<file path="config.mk">
export PLATFORM = sky130hd
export DESIGN_NAME = sonar_core
export DESIGN_NICKNAME = d
export VERILOG_FILES = /design/src/rtl/sonar_core.sv
export SDC_FILE = /design/constraint.sdc
export NUM_CORES = 1
export LEC_CHECK = 0
export ABC_CLOCK_PERIOD_IN_PS = 4250
export BUFFER_PORTS_ARGS = -buffer_cell sky130_fd_sc_hd__buf_4
export CORE_MARGIN = 4
export CORE_UTILIZATION = 56
export CTS_CLUSTER_SIZE = 20
export DETAILED_ROUTE_END_ITERATION = 12
export PLACE_DENSITY = 0.84
export SYNTH_ARGS = -nofsm -noshare
export SYNTH_HDL_FRONTEND = slang
export SYNTH_SLANG_ARGS = --single-unit
</file>
<file path="constraint.sdc">
create_clock -name clock -period 4.25 [get_ports clock]
set_input_delay 0.85 -clock clock [delete_from_list [all_inputs] [get_ports clock]]
set_output_delay 0.85 -clock clock [all_outputs]
set_load 0.03 [all_outputs]
</file>
<file path="src/rtl/sonar_core.sv">
`default_nettype none
// ============================================================================
// Module   : sonar_core
// Purpose  : sonar scan cycle - trigger/echo ranging in BCD centimetres,
//            7O2 UART report, 8-step servo sweep, 7-segment display
// Revision : 1.0
// ============================================================================
module sonar_core #(
    parameter int CYCLES_PER_CM  = 2941,
    parameter int TRIGGER_CYCLES = 500,
    parameter int ECHO_TIMEOUT   = 3_000_000,
    parameter int PWM_PERIOD     = 1_000_000,
    parameter int BAUD_DIV       = 434,
    parameter int PWM_BASE       = 50_000,
    parameter int PWM_STEP       = 7_000
) (
    input  logic        clock,
    input  logic        reset,
    input  logic        ligar,
    input  logic        echo,
    input  logic        display_mode,
    output logic        trigger,
    output logic        pwm,
    output logic        saida_serial,
    output logic        fim_posicao,
    output logic [11:0] medida,
    output logic [6:0]  hex0,
    output logic [6:0]  hex1,
    output logic [6:0]  hex2,
    output logic [6:0]  hex3,
    output logic [6:0]  hex4,
    output logic [6:0]  hex5,
    output logic        db_fim_transmissao,
    output logic        db_fim_posicao,
    output logic        db_saida_serial
);

    typedef enum logic [2:0] {
        S_IDLE        = 3'd0,
        S_TRIGGER     = 3'd1,
        S_ESPERA_ECHO = 3'd2,
        S_MEDE        = 3'd3,
        S_ARMAZENA    = 3'd4,
        S_TRANSMITE   = 3'd5,
        S_PROXIMA     = 3'd6
    } state_t;

    localparam logic [31:0] TRIG_LAST = 32'(TRIGGER_CYCLES - 1);
    localparam logic [31:0] TOUT_LAST = 32'(ECHO_TIMEOUT - 1);
    localparam logic [31:0] CM_FULL   = 32'(CYCLES_PER_CM);
    // Starting the divider half a centimetre in rounds the result to nearest.
    localparam logic [31:0] CM_OFFSET = 32'(CYCLES_PER_CM / 2);
    localparam logic [31:0] BAUD_LAST = 32'(BAUD_DIV - 1);
    localparam logic [31:0] PWM_LAST  = 32'(PWM_PERIOD - 1);

    state_t      state_q, state_d;
    logic        ligar_q, ligar_d;
    logic        ligar_prev_q, ligar_prev_d;
    logic        echo_q, echo_d;
    logic [31:0] timer_q, timer_d;
    logic [31:0] div_q, div_d;
    logic [11:0] cm_q, cm_d;
    logic [11:0] medida_q, medida_d;
    logic [2:0]  pos_q, pos_d;
    logic [31:0] baud_q, baud_d;
    logic [3:0]  bit_q, bit_d;
    logic [2:0]  chr_q, chr_d;
    logic        saida_q, saida_d;
    logic        trigger_q, trigger_d;
    logic        fim_tx_q, fim_tx_d;
    logic        fim_pos_q, fim_pos_d;
    logic [31:0] pwm_cnt_q, pwm_cnt_d;
    logic [31:0] pwm_thr_q, pwm_thr_d;
    logic        pwm_q, pwm_d;

    logic [31:0] div_base;
    logic [31:0] div_inc;
    logic        cm_wrap;
    logic [11:0] angle_bcd;
    logic [6:0]  tx_char;
    logic [10:0] frame;

    function automatic logic [11:0] bcd_inc_sat(input logic [11:0] v);
        logic [11:0] r;
        r = v;
        if (v != 12'h999) begin
            if (v[3:0] != 4'd9) begin
                r[3:0] = v[3:0] + 4'd1;
            end else begin
                r[3:0] = 4'd0;
                if (v[7:4] != 4'd9) begin
                    r[7:4] = v[7:4] + 4'd1;
                end else begin
                    r[7:4]  = 4'd0;
                    r[11:8] = v[11:8] + 4'd1;
                end
            end
        end
        return r;
    endfunction

    function automatic logic [6:0] seg7(input logic [3:0] d);
        logic [6:0] s;
        case (d)
            4'd0:    s = 7'h40;
            4'd1:    s = 7'h79;
            4'd2:    s = 7'h24;
            4'd3:    s = 7'h30;
            4'd4:    s = 7'h19;
            4'd5:    s = 7'h12;
            4'd6:    s = 7'h02;
            4'd7:    s = 7'h78;
            4'd8:    s = 7'h00;
            4'd9:    s = 7'h10;
            default: s = 7'h7F;
        endcase
        return s;
    endfunction

    always_comb begin
        case (pos_q)
            3'd0:    angle_bcd = 12'h020;
            3'd1:    angle_bcd = 12'h040;
            3'd2:    angle_bcd = 12'h060;
            3'd3:    angle_bcd = 12'h080;
            3'd4:    angle_bcd = 12'h100;
            3'd5:    angle_bcd = 12'h120;
            3'd6:    angle_bcd = 12'h140;
            default: angle_bcd = 12'h160;
        endcase
    end

    // Message layout: "AAA,DDD#"; frame is start, 7 data LSB first, odd parity, 2 stops.
    always_comb begin
        case (chr_q)
            3'd0:    tx_char = {3'b011, angle_bcd[11:8]};
            3'd1:    tx_char = {3'b011, angle_bcd[7:4]};
            3'd2:    tx_char = {3'b011, angle_bcd[3:0]};
            3'd3:    tx_char = 7'h2C;
            3'd4:    tx_char = {3'b011, medida_q[11:8]};
            3'd5:    tx_char = {3'b011, medida_q[7:4]};
            3'd6:    tx_char = {3'b011, medida_q[3:0]};
            default: tx_char = 7'h23;
        endcase
        frame = {2'b11, ~^tx_char, tx_char, 1'b0};
    end

    always_comb begin
        state_d  = state_q;
        timer_d  = timer_q;
        div_d    = div_q;
        cm_d     = cm_q;
        medida_d = medida_q;
        pos_d    = pos_q;
        baud_d   = '0;
        bit_d    = '0;
        chr_d    = '0;
        fim_tx_d = 1'b0;
        div_base = (state_q == S_ESPERA_ECHO) ? CM_OFFSET : div_q;
        div_inc  = div_base + 32'd1;
        cm_wrap  = (div_inc == CM_FULL);

        case (state_q)
            S_IDLE: begin
                timer_d = '0;
                if (ligar_q && !ligar_prev_q) begin
                    state_d = S_TRIGGER;
                end
            end
            S_TRIGGER: begin
                cm_d = '0;
                if (timer_q == TRIG_LAST) begin
                    timer_d = '0;
                    state_d = S_ESPERA_ECHO;
                end else begin
                    timer_d = timer_q + 32'd1;
                end
            end
            S_ESPERA_ECHO: begin
                if (echo_q) begin
                    // The cycle echo is first seen counts as the first echo clock.
                    state_d = S_MEDE;
                    div_d   = cm_wrap ? '0 : div_inc;
                    cm_d    = {11'd0, cm_wrap};
                end else if (timer_q == TOUT_LAST) begin
                    state_d = S_ARMAZENA;
                end else begin
                    timer_d = timer_q + 32'd1;
                end
            end
            S_MEDE: begin
                if (echo_q) begin
                    div_d = cm_wrap ? '0 : div_inc;
                    if (cm_wrap) begin
                        cm_d = bcd_inc_sat(cm_q);
                    end
                end else begin
                    state_d = S_ARMAZENA;
                end
            end
            S_ARMAZENA: begin
                medida_d = cm_q;
                state_d  = S_TRANSMITE;
            end
            S_TRANSMITE: begin
                bit_d = bit_q;
                chr_d = chr_q;
                if (baud_q == BAUD_LAST) begin
                    baud_d = '0;
                    if (bit_q == 4'd10) begin
                        bit_d = '0;
                        chr_d = chr_q + 3'd1;
                        if (chr_q == 3'd7) begin
                            fim_tx_d = 1'b1;
                            state_d  = S_PROXIMA;
                        end
                    end else begin
                        bit_d = bit_q + 4'd1;
                    end
                end else begin
                    baud_d = baud_q + 32'd1;
                end
            end
            S_PROXIMA: begin
                pos_d   = pos_q + 3'd1;
                state_d = S_IDLE;
            end
            default: state_d = S_IDLE;
        endcase
    end

    always_comb begin
        ligar_d      = ligar;
        ligar_prev_d = ligar_q;
        echo_d       = echo;
        trigger_d    = (state_q == S_TRIGGER);
        fim_pos_d    = (state_q == S_PROXIMA);
        saida_d      = (state_q == S_TRANSMITE) ? frame[bit_q] : 1'b1;
        // The servo position only takes effect at a period boundary.
        pwm_cnt_d    = (pwm_cnt_q == PWM_LAST) ? '0 : pwm_cnt_q + 32'd1;
        pwm_thr_d    = (pwm_cnt_q == PWM_LAST)
                       ? 32'(PWM_BASE) + 32'(PWM_STEP) * {29'd0, pos_q}
                       : pwm_thr_q;
        pwm_d        = (pwm_cnt_q < pwm_thr_q);
    end

    always_ff @(posedge clock or negedge reset) begin
        if (!reset) begin
            state_q      <= S_IDLE;
            ligar_q      <= 1'b0;
            ligar_prev_q <= 1'b0;
            echo_q       <= 1'b0;
            timer_q      <= '0;
            div_q        <= '0;
            cm_q         <= '0;
            medida_q     <= '0;
            pos_q        <= '0;
            baud_q       <= '0;
            bit_q        <= '0;
            chr_q        <= '0;
            saida_q      <= 1'b1;
            trigger_q    <= 1'b0;
            fim_tx_q     <= 1'b0;
            fim_pos_q    <= 1'b0;
            pwm_cnt_q    <= '0;
            pwm_thr_q    <= 32'(PWM_BASE);
            pwm_q        <= 1'b0;
        end else begin
            state_q      <= state_d;
            ligar_q      <= ligar_d;
            ligar_prev_q <= ligar_prev_d;
            echo_q       <= echo_d;
            timer_q      <= timer_d;
            div_q        <= div_d;
            cm_q         <= cm_d;
            medida_q     <= medida_d;
            pos_q        <= pos_d;
            baud_q       <= baud_d;
            bit_q        <= bit_d;
            chr_q        <= chr_d;
            saida_q      <= saida_d;
            trigger_q    <= trigger_d;
            fim_tx_q     <= fim_tx_d;
            fim_pos_q    <= fim_pos_d;
            pwm_cnt_q    <= pwm_cnt_d;
            pwm_thr_q    <= pwm_thr_d;
            pwm_q        <= pwm_d;
        end
    end

    always_comb begin
        if (display_mode) begin
            hex0 = seg7({1'b0, state_q});
            hex1 = seg7({1'b0, pos_q});
            hex2 = 7'h7F;
            hex3 = 7'h7F;
            hex4 = 7'h7F;
            hex5 = 7'h7F;
        end else begin
            hex0 = seg7(medida_q[3:0]);
            hex1 = seg7(medida_q[7:4]);
            hex2 = seg7(medida_q[11:8]);
            hex3 = seg7(angle_bcd[3:0]);
            hex4 = seg7(angle_bcd[7:4]);
            hex5 = seg7(angle_bcd[11:8]);
        end
    end

    assign trigger            = trigger_q;
    assign pwm                = pwm_q;
    assign saida_serial       = saida_q;
    assign fim_posicao        = fim_pos_q;
    assign medida             = medida_q;
    assign db_fim_transmissao = fim_tx_q;
    assign db_fim_posicao     = fim_pos_q;
    assign db_saida_serial    = saida_q;

endmodule
`default_nettype wire

</file>
==> impl_metrics.py <==
metrics = {
    "pwr": {
        "power_report.internal_total_w": 0.003773,
        "sequentialPowerShare_pct": 30.7,
        "share_comb_of_total_power_pct": 43.7,
        "vdd_ir_drop_max_v": 0.0002877,
        "power_density_mw_per_mm2": 495.8,
        "p_switching_w": 0.002809,
        "clock_power_share_pct": 25.6,
        "p_sw_share_pct": 42.68,
        "p_leak_nw": 5.777,
    },
    "timing": {
        "finClkSkew_ns": 0.008459,
        "timing.final.crit_share_pct": 94.70,
        "post-route-min-period_ns": 4.025,
        "max_slew.worst_pin.slew_ns": 1.031,
        "rsz0062_at_grt": "false",
        "max_slew_margin_pct": 30.74,
        "finalMaxSlewViolations": 0,
        "fin_worst_setup_slack_ns": 0.2253,
        "achievable-frequency_mhz": 248.5,
        "report.final.setup_viol": 0,
        "finalHoldViolCount": 0,
        "fin_tns_setup_ns": 0,
    },
    "setup_path": {
        "critPathCaptureType": "register",
        "setup_slack_on_the_worst_flop_to_flop_path_ns": 0.23,
        "worst-endpoint-arrival_ns": 4.38,
        "setup.worst_path.class": "register to register",
        "worst-path-max-fanout": 30,
        "crit_path_start_kind": "register",
        "cp_data_required_time_ns": 4.61,
    },
    "synth": {
        "synth_async_sr_flop_share_pct": 100.0,
        "post_synth_num_cell_types": 74,
        "count_of_flip_flops_with_a_built_in_enable_after_synthesis": 0,
        "ys_warn_count": 0,
        "synthesis.area_mm2": 0.01210,
        "dominantRegCellSynth": "sky130_fd_sc_hd__dfrtp_1",
        "syn_area_per_cell_um2": 8.500,
        "synthesis.instances": 1424,
        "synth_seq_area_share_pct": 38.73,
        "postSynthRegisterBits": 187,
    },
    "floorplan": {
        "die_w_um": 155.0,
        "placement_rows": 53,
        "die_area_mm2": 0.02403,
        "start_util_pct": 57.22,
        "fp.coreArea_mm2": 0.02115,
        "die_y_um": 155.0,
        "floorplan.io_pins": 66,
    },
    "global_routing": {
        "grt_antenna_before_repair": 0,
        "maximum_number_of_pins_on_one_net_before_global_route_repair": 107,
        "grt_usage_pct": 22.77,
        "global_route_overflow": 0,
        "grt_pass1_wl_um": 46470,
        "first_global_vias": 9851,
    },
    "cts": {
        "numCtsBuffers": 17,
        "cts.reportedPaths.clkPinSlew_ns": 0.07,
        "cts.path.max_buffers": 2,
        "clock_tree.htree_level_count": 4,
        "clock_tree_from_tritoncts": "done",
        "hold_bufs_at_cts": 0,
        "clk-insertion-delay-late_ns": 0.44,
        "post_cts_resized": 0,
        "post-cts-setup-buffers": 0,
        "clock_sinks": 187,
        "cts_root_buffer": "sky130_fd_sc_hd__clkbuf_16",
    },
    "routing": {
        "route.detailed.vias_per_inst": 5.954,
        "routed_wire_length_per_instance_um": 15.85,
        "drt_drc_violations_left": 0,
        "num_vias": 10276,
        "drt-total-wl_um": 27350,
        "route.antenna.remaining_nets": 0,
        "drt_iter0_drc": 884,
        "dr.pass1.iters": 8,
    },
    "placement": {
        "cells_after_dpl": 1694,
        "dpl_worst_slack_ns": 0.3076,
        "post_dp_cell_area_mm2": 0.01264,
        "hpwl_um": 19140,
        "place.port_buffers": 63,
        "finalWeightedCongestion": 0.9635,
    },
    "finish": {
        "post_route_cells_drive_above_1_share_pct": 9.442,
        "layout.cells.non_filler": 1726,
        "syn2layout_area_growth_pct": 9.675,
        "multi_input_area_mm2": 0.006814,
        "nNetsFinal": 1510,
        "fillers": 1750,
        "ff_latch_area_mm2": 0.004688,
        "antenna_cells": 0,
        "final_design_area_no_fill_mm2": 0.01328,
    },
    "hold_path": {
        "hp-class": "register to register",
    },
    "job": {
        "cap_viol_max_count": 0,
    },
    "status": {
        "status": "completed",
    },
}
## state kept, by name, summed over array words and instances, names as in the netlist
name and cells:
baud_q 32, bit_q 4, chr_q 3, cm_q 12, db_fim_posicao 1, db_fim_transmissao 1
db_saida_serial 1, div_q 32, echo_q 1, ligar_prev_d 1, ligar_prev_q 1, medida 12
pos_q 3, pwm 1, pwm_cnt_q 32, pwm_thr_q 14, state_q 3, timer_q 32
trigger 1
## power groups by stage
stage               combinational (W)  clock [W]  sequential [W]
floorplan                     0.00221          0         0.00200
global placement              0.00278          0         0.00204
detailed placement            0.00284          0         0.00204
CTS                           0.00286    0.00171         0.00201
global route                  0.00317    0.00179         0.00204
finish                        0.00288    0.00168         0.00202
## critical path: stages (launching register included)
cell	delay, ns
sky130_fd_sc_hd__dfrtp_1	0.42
sky130_fd_sc_hd__inv_1	0.09
sky130_fd_sc_hd__ha_1	0.28
sky130_fd_sc_hd__nand2b_1	0.33
sky130_fd_sc_hd__buf_4	0.37
sky130_fd_sc_hd__nand3_1	0.24
sky130_fd_sc_hd__or4_4	0.62
sky130_fd_sc_hd__nor3_4	0.22
sky130_fd_sc_hd__mux2i_1	0.25
sky130_fd_sc_hd__o2111a_1	0.19
sky130_fd_sc_hd__and4b_4	0.47
sky130_fd_sc_hd__mux2_2	0.38
sky130_fd_sc_hd__o21ai_0	0.07
## final timing paths
kind / start / end / cells past startpoint
max in group asynchronous: reset / db_saida_serial / 2
worst min-delay path: ligar_prev_d / ligar_prev_q / 0
worst max register to register: state_q[0] / cm_q[6] / 12
worst min register to register: ligar_prev_d / ligar_prev_q / 0
min in group asynchronous: reset / pwm_thr_q[11] / 1
worst max-delay path: state_q[0] / cm_q[6] / 12
## cell usage after synthesis, drive strengths merged, types with 38 or more instances
cell / instances / area share (%)
dfrtp: 180 / 37
nand3: 65 / 2.7
nor2: 137 / 4.2
nand2: 166 / 5.2
a21oi: 73 / 3.0
o21ai: 114 / 4.7
nor3: 38 / 1.7
inv: 63 / 2.0
clkbuf: 52 / 1.6
xnor2: 59 / 4.3
xor2: 53 / 3.8
ha: 66 / 6.8
## kinds of logic (layout without fill, tap and decap cells)
group                    count (synthesis)  count (layout)  synth area share, %
adder cells (fa/ha/maj)                 67              67                6.988
AO/OA/AOI/OAI                          298             298                14.79
XOR/XNOR                               112             112                8.104
AND/OR/NAND/NOR                        598             598                24.55
other                                    1               2              0.03098
flip-flops                             187             187                38.73
multiplexers                            19              19                1.664
buffers and inverters                  142             168                5.137
## layout make-up
type,instances,area share [%]
Clock buffer,17,3.205
Clock inverter,15,1.508
Inverter,63,1.781
Multi-Input combinational cell,1096,51.33
Sequential cell,187,35.32
Tap cell,275,2.592
Timing Repair Buffer,73,4.270
## metal layers
metal | GRT usage, % | up-vias | wire length, µm
met5 | 0 | - | 0
met4 | 6.392 | 0 | 502
met3 | 4.089 | 54 | 1106
met2 | 39.03 | 257 | 13670
met1 | 29.72 | 4944 | 12070
li1 | - | 5021 | -
## per-stage QoR
stage          total power (W)  hold slack [ns]  util (%)
2_1_floorplan         0.004219           0.3537         -
3_3_place_gp          0.004822           0.3909     59.76
3_5_place_dp          0.004883           0.4028     59.76
4_1_cts               0.006584           0.4156     62.71
5_1_grt               0.006990           0.4209     62.76
6_report              0.006582           0.4207     62.76
## cells in the final DEF (no fill, tap or decap), types with 5 or more instances in the layout
cell,Yosys,routed
sky130_fd_sc_hd__nor3_1,37,36
sky130_fd_sc_hd__o21bai_1,8,8
sky130_fd_sc_hd__ha_1,66,66
sky130_fd_sc_hd__nor2b_1,17,16
sky130_fd_sc_hd__or4_1,10,10
sky130_fd_sc_hd__a21oi_1,73,73
sky130_fd_sc_hd__xnor2_1,59,59
sky130_fd_sc_hd__nand3b_1,5,5
sky130_fd_sc_hd__or2_2,7,7
sky130_fd_sc_hd__inv_8,0,5
sky130_fd_sc_hd__inv_1,63,63
sky130_fd_sc_hd__nand2b_1,19,19
sky130_fd_sc_hd__or3_1,13,13
sky130_fd_sc_hd__nand2_1,165,165
sky130_fd_sc_hd__dfstp_2,7,7
sky130_fd_sc_hd__nor4_1,26,26
sky130_fd_sc_hd__a21o_1,10,10
sky130_fd_sc_hd__buf_4,18,71
sky130_fd_sc_hd__nor4b_1,5,5
sky130_fd_sc_hd__and3_1,26,26
sky130_fd_sc_hd__nor2_1,137,137
sky130_fd_sc_hd__a211o_1,6,6
sky130_fd_sc_hd__o211ai_1,5,5
sky130_fd_sc_hd__dfrtp_1,180,180
sky130_fd_sc_hd__and4_1,11,11
sky130_fd_sc_hd__clkbuf_16,0,17
sky130_fd_sc_hd__nand3_1,65,65
sky130_fd_sc_hd__o31ai_1,19,19
sky130_fd_sc_hd__o22ai_1,5,5
sky130_fd_sc_hd__a211oi_1,7,7
sky130_fd_sc_hd__xor2_1,53,53
sky130_fd_sc_hd__nand4_1,34,34
sky130_fd_sc_hd__mux2_2,9,9
sky130_fd_sc_hd__a31oi_1,19,19
sky130_fd_sc_hd__o21ai_0,113,113
sky130_fd_sc_hd__mux2i_1,10,10
No activity file was read; power rests on OpenSTA's default activity.
